===== config.mk =====
export PLATFORM = sky130hd
export DESIGN_NAME = cpu_controller
export DESIGN_NICKNAME = d
export VERILOG_FILES = /design/src/rtl/cpu_pkg.sv /design/src/rtl/cpu_ctrl_decode.sv /design/src/rtl/cpu_controller.sv
export SDC_FILE = /design/constraint.sdc
export NUM_CORES = 1
export LEC_CHECK = 0
export ABC_AREA = 1
export CAP_MARGIN = 20
export CORE_MARGIN = 2
export CORE_UTILIZATION = 36
export DETAILED_ROUTE_END_ITERATION = 6
export HOLD_SLACK_MARGIN = 0.02
export PLACE_DENSITY = 0.78
export SYNTH_ARGS = -nofsm -noshare
export SYNTH_HDL_FRONTEND = slang
export SYNTH_SLANG_ARGS = --single-unit

===== constraint.sdc =====
create_clock -name clk -period 3.3 [get_ports clk]
set_input_delay 0.66 -clock clk [delete_from_list [all_inputs] [get_ports clk]]
set_output_delay 0.66 -clock clk [all_outputs]
set_load 0.01 [all_outputs]

===== src/rtl/cpu_pkg.sv =====
// Shared types and encodings for the multicycle CPU controller.
package cpu_pkg;

  typedef enum logic [3:0] {
    IDLE,
    FETCH1,
    FETCH2,
    EXEC_ALU,
    EXEC_INC,
    MEM_LOAD,
    MEM_STORE,
    JUMP,
    JZ,
    HALT
  } state_t;

  localparam int unsigned OP_W  = 4;
  localparam int unsigned ALU_W = 3;

  localparam logic [OP_W-1:0] OP_NOP   = 4'h0;
  localparam logic [OP_W-1:0] OP_ADD   = 4'h1;
  localparam logic [OP_W-1:0] OP_SUB   = 4'h2;
  localparam logic [OP_W-1:0] OP_AND   = 4'h3;
  localparam logic [OP_W-1:0] OP_OR    = 4'h4;
  localparam logic [OP_W-1:0] OP_XOR   = 4'h5;
  localparam logic [OP_W-1:0] OP_INC   = 4'h6;
  localparam logic [OP_W-1:0] OP_LOAD  = 4'h8;
  localparam logic [OP_W-1:0] OP_STORE = 4'h9;
  localparam logic [OP_W-1:0] OP_JMP   = 4'hA;
  localparam logic [OP_W-1:0] OP_JZ    = 4'hB;
  localparam logic [OP_W-1:0] OP_HALT  = 4'hF;

  localparam logic [ALU_W-1:0] ALU_ADD = 3'b000;
  localparam logic [ALU_W-1:0] ALU_SUB = 3'b001;
  localparam logic [ALU_W-1:0] ALU_AND = 3'b010;
  localparam logic [ALU_W-1:0] ALU_OR  = 3'b011;
  localparam logic [ALU_W-1:0] ALU_XOR = 3'b100;

endpackage


===== src/rtl/cpu_ctrl_decode.sv =====
// Opcode decoder: execute state, ALU operation and illegal flag.
// CPU_CTRL_JZ_EN adds the JZ opcode; otherwise 0xB decodes as illegal.
module cpu_ctrl_decode
  import cpu_pkg::*;
(
  input  logic [3:0] opcode,
  output state_t     exec_state,
  output logic [2:0] alu_ctrl,
  output logic       illegal
);

  always_comb begin
    exec_state = FETCH1;
    alu_ctrl   = ALU_ADD;
    illegal    = 1'b0;
    case (opcode)
      OP_NOP:   exec_state = FETCH1;
      OP_ADD:   begin exec_state = EXEC_ALU; alu_ctrl = ALU_ADD; end
      OP_SUB:   begin exec_state = EXEC_ALU; alu_ctrl = ALU_SUB; end
      OP_AND:   begin exec_state = EXEC_ALU; alu_ctrl = ALU_AND; end
      OP_OR:    begin exec_state = EXEC_ALU; alu_ctrl = ALU_OR;  end
      OP_XOR:   begin exec_state = EXEC_ALU; alu_ctrl = ALU_XOR; end
      OP_INC:   exec_state = EXEC_INC;
      OP_LOAD:  exec_state = MEM_LOAD;
      OP_STORE: exec_state = MEM_STORE;
      OP_JMP:   exec_state = JUMP;
`ifdef CPU_CTRL_JZ_EN
      OP_JZ:    exec_state = JZ;
`endif
      OP_HALT:  exec_state = HALT;
      default:  illegal = 1'b1;
    endcase
  end

endmodule


===== src/rtl/cpu_controller.sv =====
// Multicycle control FSM for the 8-bit two-byte-instruction CPU.
// Optional JZ instruction and zero flag enabled by CPU_CTRL_JZ_EN.
module cpu_controller
  import cpu_pkg::*;
#(
  parameter bit RESET_PC_HOLD = 1'b0
) (
  input  logic       clk,
  input  logic       reset,
  input  logic       start,
  input  logic [3:0] opcode,
  input  logic [7:0] aluout,
  input  logic       memReady,
  output logic       pcSelect,
  output logic       pcEnable,
  output logic       adrSelect,
  output logic       ir1En,
  output logic       ir2En,
  output logic       regSelect,
  output logic       wd3Select,
  output logic       regWrite,
  output logic       op1Sel,
  output logic       op2Sel,
  output logic       aluOutEn,
  output logic [2:0] aluControl,
  output logic       memWrite,
  output logic       halted,
  output logic       illegal
);

  localparam state_t RST_STATE = RESET_PC_HOLD ? IDLE : FETCH1;

  state_t     state_q, state_d;
  state_t     dec_state;
  logic [2:0] dec_alu;
  logic       dec_illegal;

  cpu_ctrl_decode u_decode (
    .opcode     (opcode),
    .exec_state (dec_state),
    .alu_ctrl   (dec_alu),
    .illegal    (dec_illegal)
  );

`ifdef CPU_CTRL_JZ_EN
  logic zero_q, zero_d;

  // Flag tracks the result of the last register-writing ALU/INC instruction
  always_comb begin
    zero_d = zero_q;
    if (state_q == EXEC_ALU || state_q == EXEC_INC) zero_d = (aluout == 8'h00);
  end

  always_ff @(posedge clk or posedge reset) begin
    if (reset) zero_q <= 1'b0;
    else       zero_q <= zero_d;
  end
`else
  logic unused_aluout;
  assign unused_aluout = ^aluout;
`endif

  always_ff @(posedge clk or posedge reset) begin
    if (reset) state_q <= RST_STATE;
    else       state_q <= state_d;
  end

  always_comb begin
    state_d    = state_q;
    pcSelect   = 1'b0;
    pcEnable   = 1'b0;
    adrSelect  = 1'b0;
    ir1En      = 1'b0;
    ir2En      = 1'b0;
    regSelect  = 1'b0;
    wd3Select  = 1'b0;
    regWrite   = 1'b0;
    op1Sel     = 1'b0;
    op2Sel     = 1'b0;
    aluOutEn   = 1'b0;
    aluControl = ALU_ADD;
    memWrite   = 1'b0;
    halted     = 1'b0;
    illegal    = 1'b0;
    case (state_q)
      IDLE: if (start) state_d = FETCH1;
      FETCH1: begin
        op2Sel = 1'b1;
        if (memReady) begin
          ir1En    = 1'b1;
          pcEnable = 1'b1;
          state_d  = FETCH2;
        end
      end
      FETCH2: begin
        op2Sel = 1'b1;
        if (memReady) begin
          ir2En    = 1'b1;
          pcEnable = 1'b1;
          illegal  = dec_illegal;
          state_d  = dec_state;
        end
      end
      EXEC_ALU: begin
        regSelect  = 1'b1;
        op1Sel     = 1'b1;
        wd3Select  = 1'b1;
        regWrite   = 1'b1;
        aluOutEn   = 1'b1;
        aluControl = dec_alu;
        state_d    = FETCH1;
      end
      EXEC_INC: begin
        op1Sel    = 1'b1;
        op2Sel    = 1'b1;
        wd3Select = 1'b1;
        regWrite  = 1'b1;
        aluOutEn  = 1'b1;
        state_d   = FETCH1;
      end
      MEM_LOAD: begin
        adrSelect = 1'b1;
        if (memReady) begin
          regWrite = 1'b1;
          state_d  = FETCH1;
        end
      end
      MEM_STORE: begin
        adrSelect = 1'b1;
        memWrite  = 1'b1;
        if (memReady) state_d = FETCH1;
      end
      JUMP: begin
        pcSelect = 1'b1;
        pcEnable = 1'b1;
        state_d  = FETCH1;
      end
`ifdef CPU_CTRL_JZ_EN
      JZ: begin
        pcSelect = 1'b1;
        pcEnable = zero_q;
        state_d  = FETCH1;
      end
`endif
      HALT: halted = 1'b1;
      default: state_d = FETCH1;
    endcase
    // Nothing may write or strobe while reset is held
    if (reset) begin
      pcEnable = 1'b0;
      ir1En    = 1'b0;
      ir2En    = 1'b0;
      regWrite = 1'b0;
      aluOutEn = 1'b0;
      memWrite = 1'b0;
      halted   = 1'b0;
      illegal  = 1'b0;
    end
  end

endmodule

==> results of run 1 <==
-- metrics by stage --
| step | cell area [sq um] | std cells |
|---|---|---|
| floorplan | 548 | 102 |
| global placement | 808 | 142 |
| detailed placement | 808 | 142 |
| CTS | 835 | 146 |
| global route | 835 | 146 |
| finish | 835 | 146 |
-- final cells by class --
cell class / instances / area, sq um
clock buffers: 4 / 26.3
fillers: 163 / 637
inverters: 20 / 75.1
multi-input cells: 77 / 364
flip-flops and latches: 4 / 101
well taps: 16 / 20.0
repair buffers: 25 / 248
-- worst min-delay path, cell delays in order (launching register included) --
cell	delay, ns
dfstp_2	0.38
nand2_1	0.07
nand2_1	0.05
-- Yosys cell counts (all sizes together) --
library cell	instances
buf	1
nor4	1
nor3	4
o2bb2ai	1
dfrtp	3
or2	1
o22ai	1
nor2	24
dfstp	1
and3	1
o21bai	1
inv	20
o21ai	2
nand3b	1
nand2	30
a21oi	4
nand3	6
-- report_power, final --
group	internal, W	switching [W]
Sequential	0.0000697	0.0000203
Combinational	0.000153	0.000179
Clock	0.0000455	0.0000213
Total	0.000268	0.000220
-- cell families after synthesis --
logic type      synth area share
compound gates             0.116
flops                      0.185
simple gates               0.548
buf+inv                    0.151
-- worst min path at each step --
stage / from / to / slack, ns / cells past startpoint
2_1_floorplan: reset / state_q[1]$_DFFE_PP0P_ / 0.43 / 1
3_3_place_gp: state_q[0]$_DFFE_PP1P_ / state_q[0]$_DFFE_PP1P_ / 0.49 / 2
3_5_place_dp: state_q[0]$_DFFE_PP1P_ / state_q[0]$_DFFE_PP1P_ / 0.49 / 2
4_1_cts: state_q[0]$_DFFE_PP1P_ / state_q[0]$_DFFE_PP1P_ / 0.50 / 2
5_1_grt: state_q[0]$_DFFE_PP1P_ / state_q[0]$_DFFE_PP1P_ / 0.53 / 2
6_report: state_q[0]$_DFFE_PP1P_ / state_q[0]$_DFFE_PP1P_ / 0.50 / 2
-- layer usage --
metal	track usage	routed length, um	vias up
met2	0.270	621	23
met4	0.0364	11	0
li1	-	-	373
met1	0.185	633	286
met3	0.0128	56	2
met5	0	0	-
==> reports/summary.md, run 1 <==
### Worst setup path
- **start point of the critical path** memReady
- **kind of cell adding the most delay to the critical path** buffers and inverters
- **worst reg2reg path endpoint** state_q[1]$_DFFE_PP0P_
- **slowest stage cell on the critical path** clkdlybuf4s50_1
- **top fanout value on the critical path** 3
- **worst-case register-to-register setup slack** 1.93 ns
- **critical setup path kind** in -> out
- **peak per-stage delay on the critical path** 0.55 ns
- **nature of the critical path startpoint** input pin
- **worst path required time** 2.64 ns
- **cell chain of the critical path** clkdlybuf4s50_1 > inv_1 > nor2_1 > inv_1 > nor2_1 > and3_1 > clkdlybuf4s50_1
- **Worst Reg2Reg Path Length in Cells** 7
- **CP endpoint kind** output port
- **total stage count of the critical path** 7
- **startpoint of the worst register-to-register path** state_q[0]$_DFFE_PP1P_
- **worst setup path end** illegal
- **endpoint arrival time on the critical path** 2.35 ns
- **number of buffers and inverters on the critical path** 4

### Logic synthesis
- **post-synth top area share** 0.199
- **number of instances in the synthesized netlist** 102
- **Syn Std Cell Area** 548 sq um
- **Seq/Total Area, Yosys** 0.185
- **count of unique library cells instantiated by Yosys** 22
- **post-synthesis register bit count** 4
- **total number of yosys warnings** 0
- **net count after synthesis** 118
- **largest area contributor in the netlist** nand2_1
- **top cells by area in the synthesized netlist** nand2_1 (20%), nor2_1 (16%), dfrtp_1 (14%), inv_1 (12%), nand3_1 (5.5%)
- **synthesized area per cell** 5.37 sq um

### Global route
- **global-route usage over all layers** 0.148
- **antenna violations before repair** 0
- **first-pass GRT wire length** 2.15 mm
- **vias in the first global route** 579
- **largest net degree at the start of global routing** 8
- **grt total ovfl** 0

### Die
- **number of standard-cell rows in the floorplan** 14
- **overall die area** 1850 sq um
- **core box area** 1470 sq um
- **floorplan die width** 43.0 um
- **overall die height** 43.0 um
- **I/O pin count** 33
- **Initial Utilization** 0.372

### STA
- **clk_skew** 0.00468 ns
- **final max-slew violation count** 0
- **min cycle time layout** 3.01 ns
- **Worst Hold Margin** 0.498 ns
- **unrepaired setup endpoints after global routing** no
- **post-route worst setup slack** 0.292 ns
- **hold violation count in the final report** 0
- **pin slew with the least headroom to its limit** 0.285 ns
- **setup TNS after final layout** 0 ns
- **Final setup violation count** 0
- **fraction of the cycle the final worst path needs** 0.911
- **peak clock frequency supported by timing** 0.332 GHz
- **Slew headroom** 0.808

### Finish
- **post-synthesis to final-layout area growth** 52.3%
- **final net count** 147
- **antenna diode count** 0
- **most common library cell in the layout ignoring fill and taps** nand2_1
- **most flop-heavy register** state_q
- **leading cell types in the layout, fill and taps excluded** nand2_1 (29), clkdlybuf4s50_1 (24), nor2_1 (23)
- **Top Registers** state_q (4)
- **number of flip-flops in the largest register** 4
- **fraction of layout instances using a drive strength above 1** 0.100
- **share of the core filled with cells in the final layout** 0.567

### Clocking
- **PostCTS Resize Cnt** 0
- **clock-pin transition on the worst setup and hold timing paths** 0.04 ns
- **Skew-Pair Late Insertion Delay** 0.24 ns
- **Post CTS Setup Buffer Count** 0
- **root buffer cell** clkbuf_4
- **Inserted Clock Buffers** 3
- **number of hold buffers added after cts** 0
- **deepest level of the CTS H-tree** 1
- **CTS tree** done
- **total number of clock tree sinks** 4
- **clk buf depth** 2

### Place
- **placed wire-length estimate** 1.15 mm
- **worst-case setup slack after placement** 0.285 ns
- **Final Wtd Congestion** 0.865
- **I/O Buffers** 24

### Detailed routing
- **antenna-violating nets left** 0
- **post-detailed-route DRC marker count** 0
- **via count normalized by instance count** 4.68
- **wire length per cell** 9.06 um
- **Post-Route WL** 1.32 mm
- **Via Count** 684
- **number of iterations in the first detailed-routing pass** 4
- **detailed router's first-iteration violation count** 10

### Power and ir drop
- **worst voltage drop across the vdd grid** 0.241 mV
- **Power Total** 0.000489 W
- **Power Dens Cells** 586 nW/um^2
- **static leakage** 0.415 nW

### Run
- **count of max-cap constraint violations** 0

### Min path
- **Tightest Hold Check Type** reg -> reg

### Status
- **result of the run** complete, no violations

(Power assumes the default switching activity.)
==> inputs of run 2 (changes only) <==
- GPL_ROUTABILITY_DRIVEN: unset -> 0
==> results of run 2 <==
Final layout, timing and power as in run 1 (identical DEF).
==> inputs of run 3 (changes only) <==
- CTS_CLUSTER_DIAMETER: unset -> 40
==> results of run 3 <==
Final layout, timing and power as in run 1 (identical DEF).
